`config.mk`:
```
export PLATFORM = sky130hd
export DESIGN_NAME = mult_div_unit
export DESIGN_NICKNAME = d
export VERILOG_FILES = /design/src/rtl/mult_div_unit.sv
export SDC_FILE = /design/constraint.sdc
export NUM_CORES = 1
export LEC_CHECK = 0
export ABC_AREA = 1
export CORE_MARGIN = 3
export CORE_UTILIZATION = 40
export DETAILED_ROUTE_END_ITERATION = 12
export PLACE_DENSITY_LB_ADDON = 0.15
export SETUP_SLACK_MARGIN = 0.02
export SYNTH_ARGS = -nofsm -noshare
export SYNTH_HDL_FRONTEND = slang
export SYNTH_SLANG_ARGS = --single-unit
```
`constraint.sdc`:
```
create_clock -name clock -period 2.6 [get_ports clock]
set_clock_uncertainty 0.1 [all_clocks]
set_input_delay 0.39 -clock clock [delete_from_list [all_inputs] [get_ports clock]]
set_output_delay 0.39 -clock clock [all_outputs]
set_load 0.05 [all_outputs]
```
`src/rtl/mult_div_unit.sv`:
```
// mult_div_unit: iterative MULT/MULTU/DIV/DIVU unit, one bit per clock, results in HI/LO.
module mult_div_unit #(
  parameter int WIDTH = 32
) (
  input  logic             clock,
  input  logic             reset,
  input  logic             start,
  input  logic [1:0]       op,
  input  logic [WIDTH-1:0] a,
  input  logic [WIDTH-1:0] b,
  output logic             busy,
  output logic             done,
  output logic [WIDTH-1:0] hi,
  output logic [WIDTH-1:0] lo,
  output logic             divByZero
);
  localparam int CW = $clog2(WIDTH);
  typedef enum logic [1:0] {IDLE, RUN, FIN} state_t;
  state_t r_state, w_next;
  logic [CW-1:0] r_cnt;
  logic r_div, r_neg, r_neg_r, r_busy, r_done, r_dz;
  logic [WIDTH-1:0] r_b, r_hi, r_lo;
  logic [2*WIDTH-1:0] r_acc;
  logic [WIDTH-1:0] w_abs_a, w_abs_b, w_rem, w_q, w_r, w_hi, w_lo;
  logic [WIDTH:0] w_sum, w_sh;
  logic [2*WIDTH-1:0] w_mul_nx, w_div_nx, w_prod;
  logic w_ge, w_dz;
  assign w_abs_a = (op[0] && a[WIDTH-1]) ? -a : a;
  assign w_abs_b = (op[0] && b[WIDTH-1]) ? -b : b;
  assign w_sum = {1'b0, r_acc[2*WIDTH-1:WIDTH]} + (r_acc[0] ? {1'b0, r_b} : '0);
  assign w_mul_nx = {w_sum, r_acc[WIDTH-1:1]};
  assign w_sh = {r_acc[2*WIDTH-1:WIDTH], r_acc[WIDTH-1]};
  assign w_ge = w_sh >= {1'b0, r_b};
  assign w_rem = w_ge ? WIDTH'(w_sh - {1'b0, r_b}) : w_sh[WIDTH-1:0];
  assign w_div_nx = {w_rem, r_acc[WIDTH-2:0], w_ge};
  assign w_prod = r_neg ? -r_acc : r_acc;
  assign w_q = r_acc[WIDTH-1:0];
  assign w_r = r_acc[2*WIDTH-1:WIDTH];
  // With a zero divisor every step subtracts nothing, so the remainder ends as |a|
  assign w_dz = r_div && (r_b == '0);
  assign w_lo = r_div ? (w_dz ? '1 : (r_neg ? -w_q : w_q)) : w_prod[WIDTH-1:0];
  assign w_hi = r_div ? (r_neg_r ? -w_r : w_r) : w_prod[2*WIDTH-1:WIDTH];
  always_comb begin
    w_next = (r_state == IDLE) ? (start ? RUN : IDLE) :
             (r_state == RUN) ? ((r_cnt == '0) ? FIN : RUN) : IDLE;
  end
  always_ff @(posedge clock) begin
    if (!reset) begin
      r_state <= IDLE;
      r_busy <= 1'b0;
      r_done <= 1'b0;
      r_hi <= '0;
      r_lo <= '0;
      r_dz <= 1'b0;
    end else begin
      r_state <= w_next;
      r_busy <= (w_next != IDLE);
      r_done <= (r_state == FIN);
      if (r_state == IDLE && start) r_dz <= 1'b0;
      if (r_state == FIN) begin
        r_hi <= w_hi;
        r_lo <= w_lo;
        r_dz <= w_dz;
      end
    end
  end
  always_ff @(posedge clock) begin
    if (r_state == IDLE && start) begin
      r_div <= op[1];
      r_neg <= op[0] & (a[WIDTH-1] ^ b[WIDTH-1]);
      r_neg_r <= op[0] & op[1] & a[WIDTH-1];
      r_b <= w_abs_b;
      r_acc <= {{WIDTH{1'b0}}, w_abs_a};
      r_cnt <= CW'(WIDTH - 1);
    end else if (r_state == RUN) begin
      r_acc <= r_div ? w_div_nx : w_mul_nx;
      r_cnt <= r_cnt - CW'(1);
    end
  end
  assign busy = r_busy;
  assign done = r_done;
  assign hi = r_hi;
  assign lo = r_lo;
  assign divByZero = r_dz;
endmodule

```
* After elaboration in Yosys (flattened, before gate mapping)
Cells that the tools add are included.
Storage, ports and cells: flip-flop bits (word level) 173, output and inout bits 67, word-level logic and storage cells 57
Operators by class: add/sub/neg operators 8, magnitude comparators 1, equal/unequal tests 2, mux-type cells 19, bitwise gates (word level) 4, reductions and logical operators 10
Operators by type and width (count):
- $mux W32 | 11
- $mux W64 | 2
- $neg A32 Y32 | 4
- $neg A64 Y64 | 1
- $add A32 B32 Y33 | 1
- $ge A33 B32 Y1 | 1
- $logic_not A32 Y1 | 1
- $sub A32 B32 Y32 | 1
- $mux W2 | 3
- $reduce_bool A2 Y1 | 3
- $logic_not A5 Y1 | 1
- $sub A5 B1 Y5 const B | 1
- $logic_and A1 B1 Y1 | 4
- $and A1 B1 Y1 | 3
- $mux W1 | 3
- $eq A2 B1 Y1 const B | 1
- $eq A2 B2 Y1 const B | 1
- $logic_not A2 Y1 | 1
- $xor A1 B1 Y1 | 1

* Logic depth before layout (Yosys ltp)
Gate-level depths: netlist of run 1.
word-level depth 5, mapped depth 19

* Worst setup path after synthesis of run 1
No wires, ideal clock.
kind input-to-reg, start point in start, end point reg r_b[0], enable pin, arrival 1.971 ns, setup slack 0.116 ns, stages 4, path buffers 2, path through nand3_1 > inv_1 > clkbuf_1 > buf_1
On the way: word-level cells in the longest chain between the ends 1
RTL lines:
- start, declared | line 7 | input logic start,
- $logic_and A1 B1 Y1 | line 68 | if (r_state == IDLE && start) begin
- end signal, assigned | line 72 | r_b <= w_abs_b;
- end, declared | line 22 | logic [WIDTH-1:0] r_b, r_hi, r_lo;
No other way between the ends. A chain may end at the register's enable or synchronous reset.

* Worst setup path in the final report of run 1
start point reg r_acc[0], end point reg r_acc[59]
On the way: word-level cells in the longest chain between the ends 3
RTL lines:
- start, declared | line 23 | logic [2*WIDTH-1:0] r_acc;
- start signal, assigned | line 73 | r_acc <= {{WIDTH{1'b0}}, w_abs_a};
- start signal, assigned | line 76 | r_acc <= r_div ? w_div_nx : w_mul_nx;
- $mux W32 | line 30 | assign w_sum = {1'b0, r_acc[2*WIDTH-1:WIDTH]} + (r_acc[0] ? {1'b0, r_b} : '0);
- $add A32 B32 Y33 | line 30
- $mux W64 | line 76
No other way between the ends.

==> results of run 1 <==
-- worst paths after layout --
| check | startpoint | to | cells past startpoint |
|---|---|---|---|
| setup reg to reg | r_acc[0] | r_acc[59] | 18 |
| setup / recovery | r_acc[0] | r_acc[59] | 18 |
| hold reg to reg | lo[5] | lo[5] | 2 |
| hold / removal | lo[5] | lo[5] | 2 |
-- stage by stage --
| stage | area, sq um | setup TNS (ps) |
|---|---|---|
| 2_1_floorplan | 16970 | 0 |
| 3_3_place_gp | 20850 | -1238 |
| 3_5_place_dp | 20850 | -2233 |
| 4_1_cts | 21550 | -31.20 |
| 5_1_grt | 22840 | -415.3 |
| 6_report | 22840 | -10.83 |
-- what timing repair did --
action / in CTS / in global routing
buffers inserted: 1 / 20
hold buffers: 0 / 0
endpoints found under the setup margin: 31 / 60
cloned: 1 / 3
pin swaps: 2 / 51
resized for setup: 20 / 249
-- synthesized netlist by cell type, types with 8 or more instances --
| library cell | number | area, sq um |
|---|---|---|
| o21ai_1 | 11 | 55.05 |
| nand2_1 | 925 | 3472 |
| nor3_1 | 27 | 135.1 |
| or2_2 | 8 | 50.05 |
| edfxtp_1 | 67 | 2012 |
| clkbuf_1 | 52 | 195.2 |
| nand2_2 | 15 | 93.84 |
| a21oi_1 | 140 | 700.7 |
| dfxtp_1 | 106 | 2122 |
| nand3b_1 | 19 | 142.6 |
| xnor2_1 | 13 | 113.9 |
| nor2_1 | 342 | 1284 |
| nand4_1 | 54 | 337.8 |
| buf_1 | 8 | 30.03 |
| nand3_1 | 218 | 1091 |
| xor2_1 | 72 | 630.6 |
| a31oi_1 | 15 | 93.84 |
| inv_2 | 15 | 56.30 |
| ha_1 | 69 | 863.3 |
| o21ai_0 | 174 | 870.8 |
| nor4_1 | 9 | 56.30 |
| inv_1 | 467 | 1753 |
| buf_2 | 15 | 75.07 |
| o21bai_1 | 8 | 60.06 |
-- cell families after synthesis --
logic type | Yosys count | share of synthesized area (%)
buffers and inverters | 568 | 12.96
DFF | 173 | 24.36
xor gates and xnor gates | 85 | 4.386
AOI/OAI and AO/OA | 381 | 12.00
adders and majority gates | 71 | 5.322
and+or+nand+nor | 1646 | 40.98
-- state kept, by name (all words and copies together), names as in the netlist --
signal,cells
hi,32
r_neg_r,1
lo,32
divByZero,1
r_cnt,5
r_b,32
r_acc,64
r_div,1
r_state,2
r_neg,1
done,1
busy,1
-- critical path: cells and delay by family (launching register included) --
kind            cells  cell delay [ps]
fa+ha+maj           2              560
simple gates       12              990
buf+inv             3              340
flops               1              390
compound gates      1               90
-- area by class of cell --
type	count	area, sq um
clock buffer	21	462.9
clock inverter	11	146.4
fill	4227	18540
inverter	485	1828
multi-input combinational	2184	11770
sequential	173	4135
tap	532	665.6
timing repair buffer	441	3831
-- where the power goes --
group          total [W]  switching, W  leakage [nW]  internal [W]
Clock            0.00277       0.00126         0.301       0.00151
Sequential       0.00339      0.000305          1.52       0.00309
Combinational    0.00667       0.00405          9.63       0.00262
-- placed cells by master, fill, tap and decap left out, types with 4 or more instances in the layout --
master           synthesis  routed
nor2_2                   7      28
nand3_2                  4      18
o21ai_0                174     168
buf_12                   0      10
nand2_1                925     856
nand3b_1                19      19
edfxtp_1                67      67
and2_1                   4       4
inv_2                   15      33
nand2_4                  1      13
ha_2                     0       4
inv_1                  467     448
nand2_2                 15      72
inv_6                    0       5
nand4_1                 54      54
a21oi_1                140     123
o31ai_1                  6       6
o21bai_1                 8       8
o211ai_1                 7       7
nand3_1                218     202
buf_6                    5       6
nor2_4                   4      22
xor2_1                  72      70
xnor2_1                 13      13
a21oi_2                  3      19
nor3_2                   2       5
clkbuf_16                0      20
nor4_1                   9       9
dfxtp_1                106     105
o21ai_1                 11      17
buf_4                    3     288
clkdlybuf4s50_1          0     135
nor3_1                  27      22
nor2_1                 342     304
ha_1                    69      28
ha_4                     0      37
a31oi_1                 15      15
or2_2                    8       8
-- routing by layer --
| metal | vias up | wire length, microns | track usage, % |
|---|---|---|---|
| li1 | 10020 | - | - |
| met1 | 9500 | 34770 | 48.05 |
| met2 | 828 | 30110 | 45.13 |
| met3 | 86 | 5716 | 3.984 |
| met4 | 0 | 1878 | 8.522 |
| met5 | - | 0 | 0 |
==> results_dict.tcl, run 1 <==
set metrics [dict create \
    rsz0062_at_grt "yes" \
    synth_edf_count 67 \
    grt_pass1_vias 17980 \
    first_iter_violations 1991 \
    start_util_pct 41.01 \
    area_delta_synth_final_pct 34.58 \
    num_io_pins 136 \
    finalSetupViolCount 1 \
    setup.worst_path.start_class "register" \
    die_w_microns 212.0 \
    critPathMaxStageDelay_ps 400 \
    avgSynthCellArea_sq_um 5.805 \
    cts_tree "yes" \
    finalNonFillerCells 3847 \
    async_flop_share_pct 0 \
    pre_cts_ws_ps -281.5 \
    die-area_sq_um 44940 \
    hp-class "register to register" \
    cp_common_cell "nand2_4" \
    maxSlewViolCount 0 \
    drt.antenna.violating_nets 0 \
    drt_wl_total_mm 72.47 \
    critical_path_arrival_ps 2880 \
    final_util_pct 55.19 \
    coreArea_sq_um 41390 \
    worstPathMaxFanout 7 \
    holdWs_ps 372.1 \
    worstSetupEndpointType "register" \
    regToRegSetupSlack_ps -10 \
    required_ps 2870 \
    num_vias 20430 \
    period_needed_ps 2611 \
    grtUsageTotal_pct 31.12 \
    synth_nets 3064 \
    hpwl_mm 57.93 \
    status "complete, but fails checks" \
    maxCapViolCount 0 \
    die_h_microns 212.0 \
    drc 0 \
    finalHoldViolCount 0 \
    fin_crit_sh_pct 100.4 \
    cts-root-buf "clkbuf_16" \
    drive_above_1_share_pct 18.52 \
    p_leak_nw 11.45 \
    ys_ff_latch 173 \
    grt_pass1_wl_mm 106.8 \
    fmax_ghz 0.3830 \
    slowest_stage "fa_2" \
    numCtsBuffers 17 \
    violations "negative setup slack" \
    syn-cell-area_sq_um 16970 \
    rows 74 \
    insertion_delay_ps 500 \
    routabilityCongestion 1.020 \
    max-slew-margin-rel_pct 52.71 \
    overflow 0 \
    vdd_ir_drop_max_uv 549.0 \
    grt_antenna_before_repair 0 \
    synth_cell_types 51 \
    cts_num_sinks 173 \
    synthCells 2924 \
    synthFlopType "dfxtp_1" \
    criticalPathCategory "register to register" \
    clkSlewWorstSetupHoldPaths_ps 80 \
    placedCellCount 3791 \
    yosysWarningCount 0 \
    fin_nets 3442 \
    tightestPinTransition_ps 706.7 \
    clockBufferDepth 2 \
    wl_per_cell_microns 18.84 \
    grt_max_degree 81 \
    path_cells "buf_6, buf_12, nand2_2, inv_2, ha_4, fa_2, nand2_2, nand3_2, nand3_2, nand2_4, nand2_4, nand2_4, nand2_4, nand3_2, nand2_2, nor2_2, nor2_2, a21oi_2" \
    antennaDiodeCount 0 \
    synth_seq_area_share_pct 24.36 \
    power_w 0.01283 \
    vias_per_cell 5.312 \
    power_density_nw_per_um2 561.6 \
    htreeDepth 4 \
    drtPass1Iterations 6 \
    portBuffers 135 \
    final.setup.worst_slack_ps -10.83 \
]
Note: power is estimated with default switching activity, not from simulation.
==> inputs of run 2 (changes only) <==
Settings changed: DONT_BUFFER_PORTS from default to 1.
==> results_dict.tcl, run 2 (synthesis gave the netlist of run 1 again) <==
set metrics [dict create \
    period_needed_ps 2578 \
    max-slew-margin-rel_pct 55.82 \
    criticalPathCategory "register to register" \
    power_density_nw_per_um2 586.9 \
    largest_reg_flops 64 \
    globalRouteMet1Util_pct 48.81 \
    p_leak_nw 10.47 \
    cts-root-buf "clkbuf_16" \
    worstSetupEndpointType "register" \
    first_iter_violations 1823 \
    layout_common_cells "nand2_1, inv_1, nor2_1" \
    clkSlewWorstSetupHoldPaths_ps 80 \
    wl_per_cell_microns 19.88 \
    power.internal_w 0.006589 \
    tns_ps 0 \
    worstPathMaxFanout 5 \
    area_delta_synth_final_pct 21.94 \
    start_util_pct 41.01 \
    placed_cell_area_sq_um 18560 \
    htreeDepth 4 \
    drt.antenna.violating_nets 0 \
    fin_nets 3221 \
    numCtsBuffers 17 \
    antennaDiodeCount 0 \
    routabilityCongestion 1.025 \
    switching_share_pct 45.75 \
    status "complete, no violations" \
    drt_wl_total_mm 72.08 \
    vdd_ir_drop_max_uv 489.7 \
    grt_pass1_wl_mm 107.4 \
    rows 74 \
    gr-max-usage-layer "met1" \
    grtUsageTotal_pct 31.61 \
    grt_pass1_vias 17690 \
    required_ps 2730 \
    coreArea_sq_um 41390 \
    met3_usage_pct 4.427 \
    final_common_cell "nand2_1" \
    hpwl_mm 57.95 \
    drc 0 \
    clkPwrFrac_pct 21.9 \
    met2_usage_pct 44.44 \
    num_vias 19380 \
    drtPass1Iterations 6 \
    p_switching_w 0.005557 \
    fin_crit_sh_pct 99.17 \
    finalSetupViolCount 0 \
    cts_num_sinks 173 \
    die-area_sq_um 44940 \
    holdWs_ps 39.31 \
    clockBufferDepth 2 \
    cts_tree "yes" \
    maxCapViolCount 0 \
    insertion_delay_ps 500 \
    setup.worst_path.start_class "register" \
    drive_above_1_share_pct 15.32 \
    die_h_microns 212.0 \
    rsz0062_at_grt "yes" \
    regMostFlops "r_acc" \
    portBuffers 0 \
    maxSlewViolCount 0 \
    grt_max_degree 123 \
    overflow 0 \
    die_w_microns 212.0 \
    num_io_pins 136 \
    combPwrFrac_pct 49.9 \
    power_frac_seq_pct 28.2 \
    tightestPinTransition_ps 660.3 \
    critical_path_arrival_ps 2710 \
    hp-class "primary input to register" \
    stdcell_area_sq_um 20700 \
    fmax_ghz 0.3879 \
    finalHoldViolCount 0 \
    grt_antenna_before_repair 0 \
    vias_per_cell 5.346 \
]
-- run 2: cell count changes in the layout (fill, tap and decap cells not counted), moves of 5 or more --
cell,previous run,this run
nor2_2,28,20
a21oi_2,19,13
a21oi_1,123,128
nand2_2,72,55
clkdlybuf4s50_1,135,0
buf_4,288,185
ha_2,4,12
nor2_4,22,14
nor2_1,304,319
nand2_1,856,877
dlygate4sd3_1,0,21
-- run 2: cell type report --
| type | instances | area (sq um) |
|---|---|---|
| clock inverter | 15 | 166.4 |
| fill | 4372 | 20690 |
| tap | 532 | 665.6 |
| multi-input combinational | 2183 | 11610 |
| clock buffer | 17 | 425.4 |
| inverter | 485 | 1821 |
| sequential | 173 | 4136 |
| timing repair buffer | 221 | 1874 |
-- run 2: worst max-delay path, stage by stage, from the launching register on --
cell	delay [ps]
edfxtp_1	530
inv_2	140
ha_4	230
nand2_2	90
inv_2	50
a21oi_4	140
inv_2	60
a21oi_4	200
nand2_4	80
nand2_4	90
nand2_8	80
nor2_4	250
buf_6	170
o22ai_2	90
-- run 2: per-stage QoR --
stage	setup slack [ps]	total power (W)	utilization, %	instances
floorplan	115.8	0.006600	-	2924
global placement	-243.6	0.008728	44.84	3532
detailed placement	-200.2	0.008704	44.84	3532
CTS	-0.9750	0.01151	47.29	3600
global route	-135.1	0.01291	50.01	3626
finish	21.70	0.01215	50.01	3626
-- run 2: what timing repair did --
action / 4_1_cts / 5_1_grt
endpoints found under the hold margin: 63 / 0
endpoints found under the setup margin: 35 / 54
resized for setup: 15 / 196
setup buffers: 14 / 23
gates cloned: 0 / 3
pin swaps: 0 / 12
hold buffers: 22 / 0
-- run 2: path summary, 6_finish.rpt --
kind / slack (ps) / depth (start not counted) / start / end
worst max-delay path: 20 / 13 / r_b[11] / r_acc[0]
worst min-delay path: 40 / 2 / b[29] / r_b[29]
worst max register to register: 20 / 13 / r_b[11] / r_acc[0]
worst min register to register: 410 / 2 / r_cnt[1] / r_cnt[1]
-- run 2: power by group through the flow --
stage          clock [W]  combinational, W  sequential (W)
2_1_floorplan          0           0.00325         0.00335
3_3_place_gp           0           0.00525         0.00348
3_5_place_dp           0           0.00523         0.00348
4_1_cts          0.00273           0.00539         0.00339
5_1_grt          0.00283           0.00664         0.00344
6_report         0.00266           0.00606         0.00342
-- run 2: layer usage --
layer | share of wire, % | vias up
li1 | - | 9556
met1 | 48 | 8963
met2 | 40 | 755
met3 | 7.8 | 109
met4 | 3.6 | 0
met5 | 0 | -
